### src/rtl/noc_flit_injector.sv
// noc_flit_injector
//   Network-interface transmitter at the source end of a mesh router input
//   port. Each accepted packet request (destination + body length) becomes one
//   head flit carrying the destination, followed by req_len body flits that
//   carry payload words. Flits are only sent while the downstream input buffer
//   has space, tracked by a credit counter.
//
// Ports
//   clk, rst_n                 clock (rising edge), asynchronous active-low reset
//   req_valid/req_ready        packet request handshake
//   req_dest_x/req_dest_y      destination coordinates for the head flit
//   req_len                    body flit count (0 = head-only packet)
//   pay_valid/pay_ready        payload word handshake
//   pay_data                   payload word for the next body flit
//   flit_valid                 one-cycle pulse per flit sent (registered)
//   flit_head/flit_tail        flit is first / last of its packet
//   flit_dest_x/flit_dest_y    destination, updated on head flits, else held
//   flit_data                  payload on body flits, 0 on head flits
//   credit_in                  downstream freed one buffer slot
//   credits                    current credit count
//   busy                       packet in progress
//   err_credit                 sticky: credit returned while counter was full
module noc_flit_injector #(
    parameter int COORD_W = 30,
    parameter int DATA_W  = 32,
    parameter int LEN_W   = 4,
    parameter int CREDITS = 4,
    parameter int CNT_W   = 3
) (
    input  logic               clk,
    input  logic               rst_n,
    input  logic               req_valid,
    output logic               req_ready,
    input  logic [COORD_W-1:0] req_dest_x,
    input  logic [COORD_W-1:0] req_dest_y,
    input  logic [LEN_W-1:0]   req_len,
    input  logic               pay_valid,
    output logic               pay_ready,
    input  logic [DATA_W-1:0]  pay_data,
    output logic               flit_valid,
    output logic               flit_head,
    output logic               flit_tail,
    output logic [COORD_W-1:0] flit_dest_x,
    output logic [COORD_W-1:0] flit_dest_y,
    output logic [DATA_W-1:0]  flit_data,
    input  logic               credit_in,
    output logic [CNT_W-1:0]   credits,
    output logic               busy,
    output logic               err_credit
);

    typedef enum logic [1:0] {
        S_IDLE = 2'd0,
        S_HEAD = 2'd1,
        S_BODY = 2'd2
    } state_t;

    localparam logic [CNT_W-1:0] CREDITS_MAX = CNT_W'(CREDITS);

    state_t               r_state;
    state_t               w_next_state;

    logic [COORD_W-1:0]   r_dest_x;
    logic [COORD_W-1:0]   r_dest_y;
    // Holds req_len while in HEAD, then counts remaining body flits in BODY.
    logic [LEN_W-1:0]     r_remaining;

    logic [CNT_W-1:0]     r_credits;
    logic                 r_err_credit;

    logic                 r_flit_valid;
    logic                 r_flit_head;
    logic                 r_flit_tail;
    logic [COORD_W-1:0]   r_flit_dest_x;
    logic [COORD_W-1:0]   r_flit_dest_y;
    logic [DATA_W-1:0]    r_flit_data;

    logic                 w_have_credit;
    logic                 w_accept;
    logic                 w_send;
    logic                 w_send_head;
    logic                 w_send_tail;

    // Credit availability is judged on the registered count only, so a
    // credit returned this cycle cannot enable a send from zero.
    assign w_have_credit = (r_credits != '0);

    always_ff @(posedge clk or negedge rst_n) begin
        if (!rst_n) begin
            r_state <= S_IDLE;
        end else begin
            r_state <= w_next_state;
        end
    end

    always_comb begin
        w_next_state = r_state;
        req_ready    = 1'b0;
        pay_ready    = 1'b0;
        w_accept     = 1'b0;
        w_send       = 1'b0;
        w_send_head  = 1'b0;
        w_send_tail  = 1'b0;
        case (r_state)
            S_IDLE: begin
                req_ready = 1'b1;
                if (req_valid) begin
                    w_accept     = 1'b1;
                    w_next_state = S_HEAD;
                end
            end
            S_HEAD: begin
                if (w_have_credit) begin
                    w_send       = 1'b1;
                    w_send_head  = 1'b1;
                    w_send_tail  = (r_remaining == '0);
                    w_next_state = (r_remaining == '0) ? S_IDLE : S_BODY;
                end
            end
            S_BODY: begin
                pay_ready = w_have_credit;
                if (pay_valid && w_have_credit) begin
                    w_send      = 1'b1;
                    w_send_tail = (r_remaining == LEN_W'(1));
                    if (r_remaining == LEN_W'(1)) begin
                        w_next_state = S_IDLE;
                    end
                end
            end
            default: begin
                w_next_state = S_IDLE;
            end
        endcase
    end

    // Latched request and body countdown.
    always_ff @(posedge clk or negedge rst_n) begin
        if (!rst_n) begin
            r_dest_x    <= '0;
            r_dest_y    <= '0;
            r_remaining <= '0;
        end else if (w_accept) begin
            r_dest_x    <= req_dest_x;
            r_dest_y    <= req_dest_y;
            r_remaining <= req_len;
        end else if (w_send && !w_send_head) begin
            r_remaining <= r_remaining - LEN_W'(1);
        end
    end

    // Credit counter: send and return in the same cycle cancel out; a return
    // into a full counter is a protocol error and is flagged, not counted.
    always_ff @(posedge clk or negedge rst_n) begin
        if (!rst_n) begin
            r_credits    <= CREDITS_MAX;
            r_err_credit <= 1'b0;
        end else begin
            if (w_send && !credit_in) begin
                r_credits <= r_credits - CNT_W'(1);
            end else if (!w_send && credit_in) begin
                if (r_credits == CREDITS_MAX) begin
                    r_err_credit <= 1'b1;
                end else begin
                    r_credits <= r_credits + CNT_W'(1);
                end
            end
        end
    end

    // Registered flit outputs; fields other than flit_valid hold between flits.
    always_ff @(posedge clk or negedge rst_n) begin
        if (!rst_n) begin
            r_flit_valid  <= 1'b0;
            r_flit_head   <= 1'b0;
            r_flit_tail   <= 1'b0;
            r_flit_dest_x <= '0;
            r_flit_dest_y <= '0;
            r_flit_data   <= '0;
        end else begin
            r_flit_valid <= w_send;
            if (w_send) begin
                r_flit_head <= w_send_head;
                r_flit_tail <= w_send_tail;
                r_flit_data <= w_send_head ? '0 : pay_data;
                if (w_send_head) begin
                    r_flit_dest_x <= r_dest_x;
                    r_flit_dest_y <= r_dest_y;
                end
            end
        end
    end

    assign flit_valid  = r_flit_valid;
    assign flit_head   = r_flit_head;
    assign flit_tail   = r_flit_tail;
    assign flit_dest_x = r_flit_dest_x;
    assign flit_dest_y = r_flit_dest_y;
    assign flit_data   = r_flit_data;
    assign credits     = r_credits;
    assign err_credit  = r_err_credit;
    assign busy        = (r_state != S_IDLE);

endmodule

### config.mk
export PLATFORM = sky130hd
export DESIGN_NAME = noc_flit_injector
export DESIGN_NICKNAME = d
export VERILOG_FILES = /design/src/rtl/noc_flit_injector.sv
export SDC_FILE = /design/constraint.sdc
export NUM_CORES = 1
export LEC_CHECK = 0
export CORE_UTILIZATION = 50
export CTS_BUF_LIST = sky130_fd_sc_hd__clkbuf_16
export DETAILED_ROUTE_END_ITERATION = 12
export DONT_BUFFER_PORTS = 1
export PLACE_DENSITY_LB_ADDON = 0.05
export SLEW_MARGIN = 0
export SYNTH_ARGS = -nofsm -noshare
export SYNTH_HDL_FRONTEND = slang
export SYNTH_SLANG_ARGS = --single-unit
### constraint.sdc
create_clock -name clk -period 3.78 [get_ports clk]
set_input_delay 0.378 -clock clk [delete_from_list [all_inputs] [get_ports clk]]
set_output_delay 0.378 -clock clk [all_outputs]
set_load 0.01 [all_outputs]
; Word-level counts from Yosys, hierarchy flattened
; Index checks and enable logic that the tools add are counted.
[word_totals]
memories = 0
elab_cells = 65
register_bits = 165
inputBits = 101
ram_bits = 0
rom_bits = 0
latch_bits = 0
[op_classes]
addsub = 3
div = 0
mul = 0
shift = 0
magnitude_cmp = 0
n_mux = 23
eq_ne = 9
bitwise_logic = 1
reduce_logical = 17
[ops]
columns = cell, count
row1 = 32-bit 2-to-1 mux, 1
row2 = 2-bit 2-to-1 mux, 5
row3 = "2-bit inequality test, second input constant", 5
row4 = 1-bit 2-to-1 mux, 9
row5 = 3-bit 2-to-1 mux, 3
row6 = 4-bit 2-to-1 mux, 2
row7 = 2-bit one-hot mux with 3 select lines, 1
row8 = 2-bit nonzero test, 3
row9 = "4-bit by 1-bit == test with 1-bit output, second input constant", 1
row10 = 1-bit logical AND, 4
row11 = 4-bit logical NOT, 1
row12 = 1-bit one-hot mux with 2 select lines, 2
row13 = 2-bit AND reduction, 2
row14 = 4-bit AND reduction, 1
row15 = "4-bit by 1-bit subtractor with 4-bit output, second input constant", 1
row16 = "3-bit by 1-bit adder with 3-bit output, second input constant", 1
row17 = "3-bit == test, second input constant", 1
row18 = 1-bit logical NOT, 3
row19 = 3-bit AND reduction, 1
row20 = 3-bit nonzero test, 1
row21 = "3-bit by 1-bit subtractor with 3-bit output, second input constant", 1
row22 = "2-bit by 1-bit == test with 1-bit output, second input constant", 1
row23 = "2-bit == test, second input constant", 1
row24 = 2-bit logical NOT, 1
row25 = 1-bit inverter, 1

; Longest topological paths before layout
[depth]
depth_word = 8
ltp_mapped = 13

; Least setup slack after synthesis
; No wires, ideal clock.
[synth_timing]
path_kind = register -> register
start = reg r_state[1]
end = reg r_credits[2], in the netlist credits[2]
setup_time_ps = 89
arrival_ps = 2755
path_buffers = 2
path_slack_ps = 936
path_stages_with_launch = 14
cell_sequence = dfrtp_1 -> inv_1 -> ha_1 -> o31ai_2 -> or2_1 -> buf_6 -> buf_6 -> inv_1 -> ha_1 -> inv_1 -> fa_1 -> or4_1 -> a21oi_1 -> a221oi_1
[synth_between]
elab_chain_cells = 6
[synth_rtl]
columns = item, line
row1 = "start, declared", 60  ; state_t r_state;
row2 = "start signal, assigned", 92  ; r_state <= w_next_state;
row3 = 2-bit == test or 2-bit by 1-bit == test with 1-bit output (tied branches), 104  ; case (r_state)
row4 = 1-bit one-hot mux with 2 select lines (*), 104
row5 = via w_send, 80  ; logic w_send;
row6 = 1-bit logical NOT, 160  ; end else if (!w_send && credit_in) begin
row7 = 1-bit logical AND, 160
row8 = 2-bit nonzero test (no source line), -
row9 = 2-bit AND reduction (no source line), -
row10 = "end signal, assigned", 159  ; r_credits <= r_credits - CNT_W'(1);
row11 = "end signal, assigned", 164  ; r_credits <= r_credits + CNT_W'(1);
row12 = "end, declared", 68  ; logic [CNT_W-1:0] r_credits;
; Mark *: on every way through the listed nets, which the timed path passes. The rest lies on a longest branch.
; A chain may end at the register's enable or synchronous reset.

; Final worst setup path
[layout_timing]
start = reg r_state[0]
end = reg r_credits[2], in the netlist credits[2]
; Same word-level chain as after synthesis.

==> flow_summary.ini <==
[cts]
root_buffer = clkbuf_16
post_cts_buffers = 0
tritoncts = done
cts_made_buffers = 17
htreeDepth = 4
clock_tree.buffer_depth = 2
clock_latency_ps = 410
cts-resized-gates = 0
clk_pin_slew_ps = 60
numClockSinks = 165

[worst_setup_path]
r2r-end = credits[2]$_DFFE_PN1P_
rrSetupSlack_ps = 950
path_class = reg2reg
path_max_fanout = 4
crit_start = r_state[0]$_DFFE_PN0P_
r2r_cells = 11
reg2reg_from = r_state[0]$_DFFE_PN0P_
critPathRequiredTime_ps = 4100
worst_ep_arrival_time_ps = 3150
worstSetupEndpoint = credits[2]$_DFFE_PN1P_
start_kind = flip-flop
crit_path_end_kind = flip-flop

[timing]
setup_viol = 0
fin_tns_setup_ps = 0
layout_min_cycle_time_ps = 2830
tightest_slew_ps = 785
final_hold_viol_count = 165
finClkSkew_ps = 6.99
slew_viol_final = 0
rsz0062_at_grt = false
hold-worst-slack_ps = -344
finalWorstSetupSlack_ps = 951
slew_headroom_pct = 47.5
fmax_mhz = 353
post-route-period-util_pct = 74.8

[power_and_ir_drop]
p_leak_uw = 0.00347
pwr-share-seq_pct = 47.1
switching_power_uw = 2310
combPwrFrac_pct = 29.7
p_int_uw = 5130
powerDensity_nw_per_um2 = 1010
peakVddDrop_mv = 0.525
pwr-share-clk_pct = 23.3
power_switching_share_pct = 31.1

[detailed_routing]
first_pass_iters = 6
drc = 0
wirelength_um = 12100
wl_per_cell_um = 20.3
num_vias = 3355
first_iter_violations = 149
drtAntennaViolNets = 0
avgViaCountPerCell = 5.63

[yosys]
yosysUniqueCellTypes = 39
ys.flop_type = dfrtp_1
synth-async-reset-ratio_pct = 100
yosysSeqAreaShare_pct = 61.7
syn_area_per_cell_um2 = 16.3
syn_inst = 411
syn_area_um2 = 6700
synth_edf_count = 0
ys_ff_latch = 165
syn_nets = 520
yosys_warnings = 0

[layout]
final_common_cell = dfrtp_1
layout_common_cells = dfrtp_1 (164), mux2_2 (62), mux2_4 (59)
fillCellCount = 1033
syn2layout_area_growth_pct = 9.70
design_area_um2 = 7350
layout-drive-gt1-share_pct = 37.4
nNetsFinal = 522

[global_route]
grt_max_degree = 166
grt_pass1_vias = 3546
antenna_found_initial = 2
overflow = 0
grt_usage_pct = 18.6
grt_pass1_wl_um = 19900

[run]
cap_violations = 0

[status]
outcome = complete, but fails checks
violations = hold timing

[floorplanning]
core_area_um2 = 12800
die-height_um = 118
die_x_um = 118
rows = 41
fp.dieArea_um2 = 13900
initial_utilization_pct = 52.2
ios = 203

[placement]
dpl_worst_slack_ps = 977
place_hpwl_um = 8050
portBuffers = 0
place_congestion = 0.755
dpl_cell_area_um2 = 6760

[hold_path]
hold_class = in2async
## worst min path at each step
stage / from / end / slack [ps] / cells past startpoint
4_1_cts: rst_n / flit_dest_y[26]$_DFFE_PN0P_ / -360 / 0
3_3_place_gp: rst_n / flit_dest_y[21]$_DFFE_PN0P_ / 90 / 0
5_1_grt: rst_n / flit_dest_y[26]$_DFFE_PN0P_ / -370 / 0
2_1_floorplan: rst_n / credits[0]$_DFFE_PN0P_ / 80 / 0
3_5_place_dp: rst_n / flit_dest_y[24]$_DFFE_PN0P_ / 90 / 0
6_report: rst_n / flit_dest_y[26]$_DFFE_PN0P_ / -340 / 0
## cell usage after synthesis, types with 2 or more instances
| library cell | instances | area (µm²) |
|---|---|---|
| a21oi_1 | 7 | 35.0 |
| a22o_1 | 32 | 280 |
| a31oi_1 | 2 | 12.5 |
| buf_12 | 6 | 120 |
| buf_2 | 4 | 20.0 |
| buf_6 | 4 | 45.0 |
| clkbuf_1 | 6 | 22.5 |
| dfrtp_1 | 164 | 4100 |
| ha_1 | 7 | 87.6 |
| inv_1 | 16 | 60.1 |
| mux2_2 | 62 | 698 |
| mux2_4 | 59 | 886 |
| mux2i_1 | 2 | 20.0 |
| nand2_1 | 4 | 15.0 |
| nor2_1 | 7 | 26.3 |
| nor3_1 | 2 | 10.0 |
| o21ai_0 | 3 | 15.0 |
| xnor2_1 | 3 | 26.3 |
## layout make-up
class | instances | area [µm²] | share of cell area (%)
Tap cell | 172 | 215 | 2.93
Clock buffer | 17 | 425 | 5.79
Inverter | 16 | 60.1 | 0.817
Antenna cell | 1 | 2.50 | 0.0341
Multi-Input combinational cell | 210 | 2300 | 31.3
Sequential cell | 165 | 4130 | 56.2
Timing Repair Buffer | 3 | 47.5 | 0.647
Clock inverter | 12 | 164 | 2.23
## flip-flops by register name (all words and copies together), names as in the netlist
register / flops
flit_dest_x: 30
r_dest_y: 30
flit_data: 32
r_remaining: 4
flit_head: 1
flit_tail: 1
flit_dest_y: 30
credits: 3
err_credit: 1
r_state: 2
r_dest_x: 30
flit_valid: 1
## worst max-delay path, cell delays in order, from the launching register on
cell and delay (ps):
dfrtp_1 350, inv_1 80, ha_1 350, o31ai_2 130
or2_1 270, inv_1 80, ha_1 210, inv_1 90
fa_1 410, or4_1 510, a21oi_1 180, a221oi_1 70
## layer usage
layer	track usage (%)	part of all wire, %	vias to the layer above
met5	0	0	-
met4	6.33	1.6	0
met3	8.67	9.1	20
met2	28.5	48	134
met1	23.1	41	1737
li1	-	-	1464
## power groups by stage
stage                     sequential, µW  combinational, µW  clock (µW)
after floorplan                     3320               2120           0
after global placement              3510               2150           0
after detailed placement            3540               2240           0
after CTS                           3520               2240        1780
after global routing                3630               2410        1850
final                               3500               2210        1730
## metrics by stage
| stage | std cells | total power (µW) | hold WS, ps | util, % |
|---|---|---|---|---|
| 2_1_floorplan | 411 | 5440 | 82.4 | - |
| 3_3_place_gp | 566 | 5670 | 85.8 | 52.7 |
| 3_5_place_dp | 566 | 5770 | 86.2 | 52.7 |
| 4_1_cts | 595 | 7540 | -360 | 57.3 |
| 5_1_grt | 596 | 7900 | -367 | 57.3 |
| 6_report | 596 | 7440 | -344 | 57.3 |
## cell families after synthesis
kind of cell	Yosys count	synth area share, %
DFF	165	61.7
adders and majority gates	8	1.61
xor gates and xnor gates	3	0.392
buffers and inverters	36	4.00
AOI/OAI and AO/OA	51	6.07
and+or+nand+nor	25	2.32
muxes	123	23.9
No activity file was read; power rests on OpenSTA's default activity.
